===== src/rtl/ahb_bus_arbiter.sv =====
// ============================================================================
// Module      : ahb_bus_arbiter
// Description : AHB round-robin bus arbiter with burst-aware handover points,
//               registered one-hot grant and address/data-phase owner indices.
//               Locked transfers are supported when AHB_ARB_LOCK_EN is defined.
// Revision    : 1.0 - initial release
// ============================================================================
`default_nettype none

module ahb_bus_arbiter #(
    parameter int NUM_MASTERS = 4,
    parameter int MIDX_W      = 3
) (
    input  logic                   HCLK,
    input  logic                   HRESETn,
    input  logic [NUM_MASTERS-1:0] HBUSREQ,
    input  logic [NUM_MASTERS-1:0] HLOCK,
    input  logic [1:0]             HTRANS,
    input  logic [2:0]             HBURST,
    input  logic                   HREADY,
    output logic [NUM_MASTERS-1:0] HGRANT,
    output logic [MIDX_W-1:0]      HMASTER,
    output logic [MIDX_W-1:0]      HMASTERD
);

    localparam logic [1:0] c_trans_idle   = 2'b00;
    localparam logic [1:0] c_trans_nonseq = 2'b10;
    localparam logic [1:0] c_trans_seq    = 2'b11;

    localparam logic [2:0] c_burst_single = 3'b000;
    localparam logic [2:0] c_burst_incr   = 3'b001;

    localparam logic [NUM_MASTERS-1:0] c_grant_m0 = {{(NUM_MASTERS-1){1'b0}}, 1'b1};

    logic [NUM_MASTERS-1:0] r_hgrant;
    logic [MIDX_W-1:0]      r_hmaster;
    logic [MIDX_W-1:0]      r_hmasterd;
    logic [3:0]             r_cnt;
    logic                   r_incr_open;

    logic [3:0]             w_cnt_nxt;
    logic                   w_incr_nxt;
    logic                   w_arb_point;
    logic                   w_accept_idle;
    logic                   w_accept_nonseq;
    logic                   w_lock_nxt;
    logic                   w_rr_found;
    logic [MIDX_W-1:0]      w_rr_winner;
    logic [MIDX_W-1:0]      w_winner;
    logic [NUM_MASTERS-1:0] w_grant_nxt;

    assign w_accept_idle   = HREADY && (HTRANS == c_trans_idle);
    assign w_accept_nonseq = HREADY && (HTRANS == c_trans_nonseq);

    // The arbitration test uses the counter value before this cycle's update,
    // so a SEQ seen with one beat remaining is the last beat of the burst.
    assign w_arb_point = HREADY &&
                         ((HTRANS == c_trans_idle) ||
                          ((HTRANS == c_trans_nonseq) && (HBURST == c_burst_single)) ||
                          ((HTRANS == c_trans_seq) && (r_cnt == 4'd1) && !r_incr_open));

    always_comb begin
        w_cnt_nxt  = r_cnt;
        w_incr_nxt = r_incr_open;
        if (HREADY) begin
            case (HTRANS)
                c_trans_idle: begin
                    w_incr_nxt = 1'b0;
                end
                c_trans_nonseq: begin
                    w_incr_nxt = 1'b0;
                    w_cnt_nxt  = 4'd0;
                    case (HBURST)
                        c_burst_incr:  w_incr_nxt = 1'b1;
                        3'b010, 3'b011: w_cnt_nxt = 4'd3;
                        3'b100, 3'b101: w_cnt_nxt = 4'd7;
                        3'b110, 3'b111: w_cnt_nxt = 4'd15;
                        default:        w_cnt_nxt = 4'd0;
                    endcase
                end
                c_trans_seq: begin
                    if (r_cnt != 4'd0) begin
                        w_cnt_nxt = r_cnt - 4'd1;
                    end
                end
                default: begin
                    w_cnt_nxt  = r_cnt;
                    w_incr_nxt = r_incr_open;
                end
            endcase
        end
    end

`ifdef AHB_ARB_LOCK_EN
    logic r_lock;
    logic w_owner_lock;

    // Grant is one-hot and tracks HMASTER, so it selects the owner's HLOCK bit.
    assign w_owner_lock = |(HLOCK & r_hgrant);

    // The lock sampled with this cycle's NONSEQ already protects that transfer.
    always_comb begin
        w_lock_nxt = r_lock;
        if (w_accept_nonseq) begin
            w_lock_nxt = w_owner_lock;
        end else if (w_accept_idle && !w_owner_lock) begin
            w_lock_nxt = 1'b0;
        end
    end

    always_ff @(posedge HCLK or negedge HRESETn) begin
        if (!HRESETn) begin
            r_lock <= 1'b0;
        end else begin
            r_lock <= w_lock_nxt;
        end
    end
`else
    logic w_unused_lock;

    assign w_unused_lock = ^{HLOCK, w_accept_nonseq, w_accept_idle};
    assign w_lock_nxt    = 1'b0;
`endif

    // Round-robin search: masters above the current owner first, then wrap to
    // the low indices; the owner itself is reached last.
    always_comb begin
        w_rr_found  = 1'b0;
        w_rr_winner = '0;
        for (int j = 0; j < NUM_MASTERS; j++) begin
            if (!w_rr_found && HBUSREQ[j] && (MIDX_W'(j) > r_hmaster)) begin
                w_rr_found  = 1'b1;
                w_rr_winner = MIDX_W'(j);
            end
        end
        for (int j = 0; j < NUM_MASTERS; j++) begin
            if (!w_rr_found && HBUSREQ[j] && (MIDX_W'(j) <= r_hmaster)) begin
                w_rr_found  = 1'b1;
                w_rr_winner = MIDX_W'(j);
            end
        end
    end

    assign w_winner = w_lock_nxt ? r_hmaster : w_rr_winner;

    always_comb begin
        w_grant_nxt = '0;
        for (int j = 0; j < NUM_MASTERS; j++) begin
            w_grant_nxt[j] = (MIDX_W'(j) == w_winner);
        end
    end

    always_ff @(posedge HCLK or negedge HRESETn) begin
        if (!HRESETn) begin
            r_hgrant    <= c_grant_m0;
            r_hmaster   <= '0;
            r_hmasterd  <= '0;
            r_cnt       <= 4'd0;
            r_incr_open <= 1'b0;
        end else begin
            r_cnt       <= w_cnt_nxt;
            r_incr_open <= w_incr_nxt;
            if (HREADY) begin
                r_hmasterd <= r_hmaster;
            end
            if (w_arb_point) begin
                r_hgrant  <= w_grant_nxt;
                r_hmaster <= w_winner;
            end
        end
    end

    assign HGRANT   = r_hgrant;
    assign HMASTER  = r_hmaster;
    assign HMASTERD = r_hmasterd;

endmodule

`default_nettype wire


===== config.mk =====
export PLATFORM = sky130hd
export DESIGN_NAME = ahb_bus_arbiter
export DESIGN_NICKNAME = d
export VERILOG_FILES = /design/src/rtl/ahb_bus_arbiter.sv
export SDC_FILE = /design/constraint.sdc
export NUM_CORES = 1
export LEC_CHECK = 0
export CORE_ASPECT_RATIO = 1.1
export CORE_MARGIN = 5
export CORE_UTILIZATION = 39
export CTS_BUF_LIST = sky130_fd_sc_hd__clkbuf_8 sky130_fd_sc_hd__clkbuf_16
export CTS_CLUSTER_SIZE = 24
export DETAILED_ROUTE_END_ITERATION = 7
export PLACE_DENSITY = 0.75
export SLEW_MARGIN = 20
export SYNTH_ARGS = -nofsm -noshare
export SYNTH_HDL_FRONTEND = slang
export SYNTH_SLANG_ARGS = --single-unit

===== constraint.sdc =====
create_clock -name HCLK -period 1.3 [get_ports HCLK]
set_input_delay 0.26 -clock HCLK [delete_from_list [all_inputs] [get_ports HCLK]]
set_output_delay 0.26 -clock HCLK [all_outputs]
set_load 0.02 [all_outputs]

==> summary.md <==
| Metric | Value |
|---|---|
| CTS tree | built |
| GPL Wtd Cong | 0.8343 |
| Area of the multi-input gates | 494.2 sq um |
| Detail Route Antenna Nets | 0 |
| Initial antenna violation count | 0 |
| Peak supply drop | 0.8882 mV |
| Share of cells above drive strength 1 | 44.92% |
| Non-Filler Instances | 145 |
| CP peak stage delay | 530 ps |
| RSZ-0062 raised after global routing | true |
| Max Cap Viol | 0 |
| Min-Delay Path Class | in2async |
| Post-synthesis cell count | 74 |
| Buffers added on ports | 19 |
| R2R Setup Slk | -170 ps |
| I/O pin total | 26 |
| Ys Warns | 0 |
| DRT iter0 DRCs | 10 |
| Simple-gate portion of the synthesized area | 14.63% |
| Post-Syn Area | 769.5 sq um |
| Dpl hpwl | 1702 um |
| Finish-stage setup viols | 10 |
| Slowest-stage cell, CP | clkdlybuf4s50_1 |
| Nets | 137 |
| # DRC | 0 |
| Reg clk slew, reported paths | 60 ps |
| Core Box Area | 1822 sq um |
| Pins Over Slew Limit | 0 |
| Total global-route track usage | 17.02% |
| Most common cell after layout, fill and taps aside | buf_4 |
| FF-to-FF Start | r_cnt[1]$_DFFE_PN0P_ |
| Maximum clock path buffer count | 2 |
| 1st-pass router iterations | 4 |
| Slew of the pin with the lowest slew margin | 511.9 ps |
| First-pass GRT wire length | 3815 um |
| Clk sink count | 13 |
| PD cells | 1621 nW/um^2 |
| Worst skew pair latency | 240 ps |
| Outcome | finished with violations |
| Main combinational cell family by area after synthesis | compound AO/OA/AOI/OAI gates |
| DR vias/cell | 5.207 |
| Syn avg cell area | 10.40 sq um |
| Die height | 56.59 um |
| Fill count | 153 |
| CP Launch Type | input port |
| Synth Area in XOR/XNOR | 0% |
| Root Buffer Master | clkbuf_8 |
| Post-synthesis mux area share | 7.642% |
| Setup CP Type | in2reg |
| CTS H-tree lvls | 1 |
| Worst setup EP type | flop |
| Commonest non-fill, non-tap cells in the layout | buf_4 (22), dfrtp_1 (11), clkdlybuf4s50_1 (9), a21oi_1 (5), dlygate4sd2_1 (5) |
| Register Area | 327.8 sq um |
| Post-route cell area | 1280 sq um |
| Tmin final | 1479 ps |
| Largest net degree at the start of global routing | 14 |
| Arrival time of the worst setup path | 1600 ps |
| Seq/Total Area, Yosys | 42.44% |
| Failing checks | setup timing |
| P&R area growth vs syn | 66.34% |
| LEAKAGE | 0.5951 nW |
| Fmax | 676.0 MHz |
| Endpoints failing hold | 0 |
| Synth unique cells | 36 |
| Synthesized flop and latch total | 13 |
| Buf/Inv on CP | 1 |
| Skew final | 2.023 ps |
| Final setup margin | -179.3 ps |
| CTS Buf Count | 3 |
| CP Cell Sequence | clkdlybuf4s50_1 -> and4b_1 -> o2bb2ai_4 -> nand2_4 -> mux2_4 |
| DR vias | 755 |
| Diode count | 0 |
| GR Overflow Total | 0 |
| Wire per inst | 14.98 um |
| Maximum fanout along the worst path | 5 |
| Vias in the first global route | 844 |
| Initial Util | 42.24% |
| Place WS | -501.4 ps |
| Top delay family on crit path | buffers and inverters |
| Worst Setup SP | HTRANS[1] |
| Period utilisation layout | 113.8% |
| Cell Rows | 16 |
| Relative slew slack | 65.77% |
| Routed WL | 2172 um |
| Compound-Gate Fraction of Synth Area | 26.83% |
| Dpl cell area | 1167 sq um |
| DIE AREA | 2962 sq um |
| Total Power | 2.075 mW |
| Fin Setup TNS | -1383 ps |
| Worst EP required | 1420 ps |
| Post-Synth Adder-Cell Area | 3.252% |
| Placed cell count | 140 |
| DIE WIDTH | 52.35 um |
[metal layers]
metal	wire length [um]	global-route usage (%)	vias to the layer above	share of wire [%]
met5	0	0	-	0
met2	1195	32.27	28	55
met3	130	3.175	9	6.0
met1	791	18.20	356	36
li1	-	-	362	-
met4	55	5.109	0	2.5
[through the flow]
stage	utilization, %	hold WS (ps)
after global routing	70.26	351.1
after detailed placement	64.08	476.4
final	70.26	324.9
after CTS	67.72	334.9
after global placement	64.08	481.5
after floorplan	-	-35.59
[cells in the mapped netlist (all sizes together)]
cell type / instances / area (sq um)
o31ai: 1 / 7.510
a21o: 2 / 15.01
or2: 1 / 6.260
o21bai: 1 / 7.510
o32a: 1 / 10.01
buf: 3 / 20.01
dfrtp: 12 / 300.3
nor3: 1 / 5.000
o2bb2ai: 4 / 41.29
clkbuf: 1 / 5.000
dfstp: 1 / 26.28
nor4b: 1 / 23.77
conb: 1 / 3.750
and4b: 1 / 10.01
nor2: 4 / 15.01
o211ai: 1 / 7.510
a21oi: 6 / 30.03
nand2b: 1 / 6.260
nor2b: 1 / 6.260
mux2: 4 / 48.79
mux2i: 1 / 10.01
nand3: 2 / 10.01
a31oi: 2 / 18.77
a22o: 3 / 26.28
o21ai: 5 / 25.02
nand2: 5 / 21.27
o31a: 1 / 8.760
o32ai: 1 / 8.760
inv: 3 / 11.26
and3b: 1 / 8.760
ha: 2 / 25.02
[worst reg2reg max path: stages, from the launching register on]
cell and delay (ps):
dfrtp_1 390, inv_2 80, ha_4 120, and4b_1 230, o2bb2ai_4 150, nand2_4 90, mux2_4 300
[state kept, by name, summed over array words and instances (netlist names)]
register / cells
HGRANT: 4
HMASTER: 2
r_cnt: 4
r_incr_open: 1
HMASTERD: 2
[layout make-up]
cell class | instances | share of cell area [%]
tap | 27 | 2.639
sequential | 13 | 25.61
clock inverter | 1 | 0.3910
timing repair buffer | 43 | 28.64
multi-input combinational | 55 | 38.61
inverter | 3 | 0.8798
clock buffer | 3 | 3.226
[where the power goes]
group          internal (mW)  total [mW]  switching [mW]
Clock                  0.212       0.361           0.149
Combinational          0.543        1.03           0.491
Sequential             0.553       0.680           0.128
Total                   1.31        2.07           0.768
[repair_timing]
action,in CTS,in global routing
buffers inserted,1,0
endpoints found under the setup margin,18,14
hold buffers,0,0
resized for setup,16,16
pin swaps,3,9
[logic make-up (layout without fill, tap and decap cells)]
family | Yosys count | after routing
AO/OA/AOI/OAI | 28 | 28
adder cells (fa/ha/maj) | 2 | 2
buffers and inverters | 7 | 50
flip-flops | 13 | 13
multiplexers | 5 | 5
other | 1 | 2
AND/OR/NAND/NOR | 18 | 18
[worst paths after layout]
check | to | depth (start not counted)
max | HMASTER[1]$_DFFE_PN0P_ | 5
min | HGRANT[1]$_DFFE_PN0P_ | 2
max reg2reg | HMASTER[1]$_DFFE_PN0P_ | 6
min reg2reg | HGRANT[3]$_DFFE_PN0P_ | 1
max in group asynchronous | HGRANT[0]$_DFFE_PN1P_ | 2
min in group HCLK | HGRANT[3]$_DFFE_PN0P_ | 1
No activity file was read; power rests on OpenSTA's default activity.
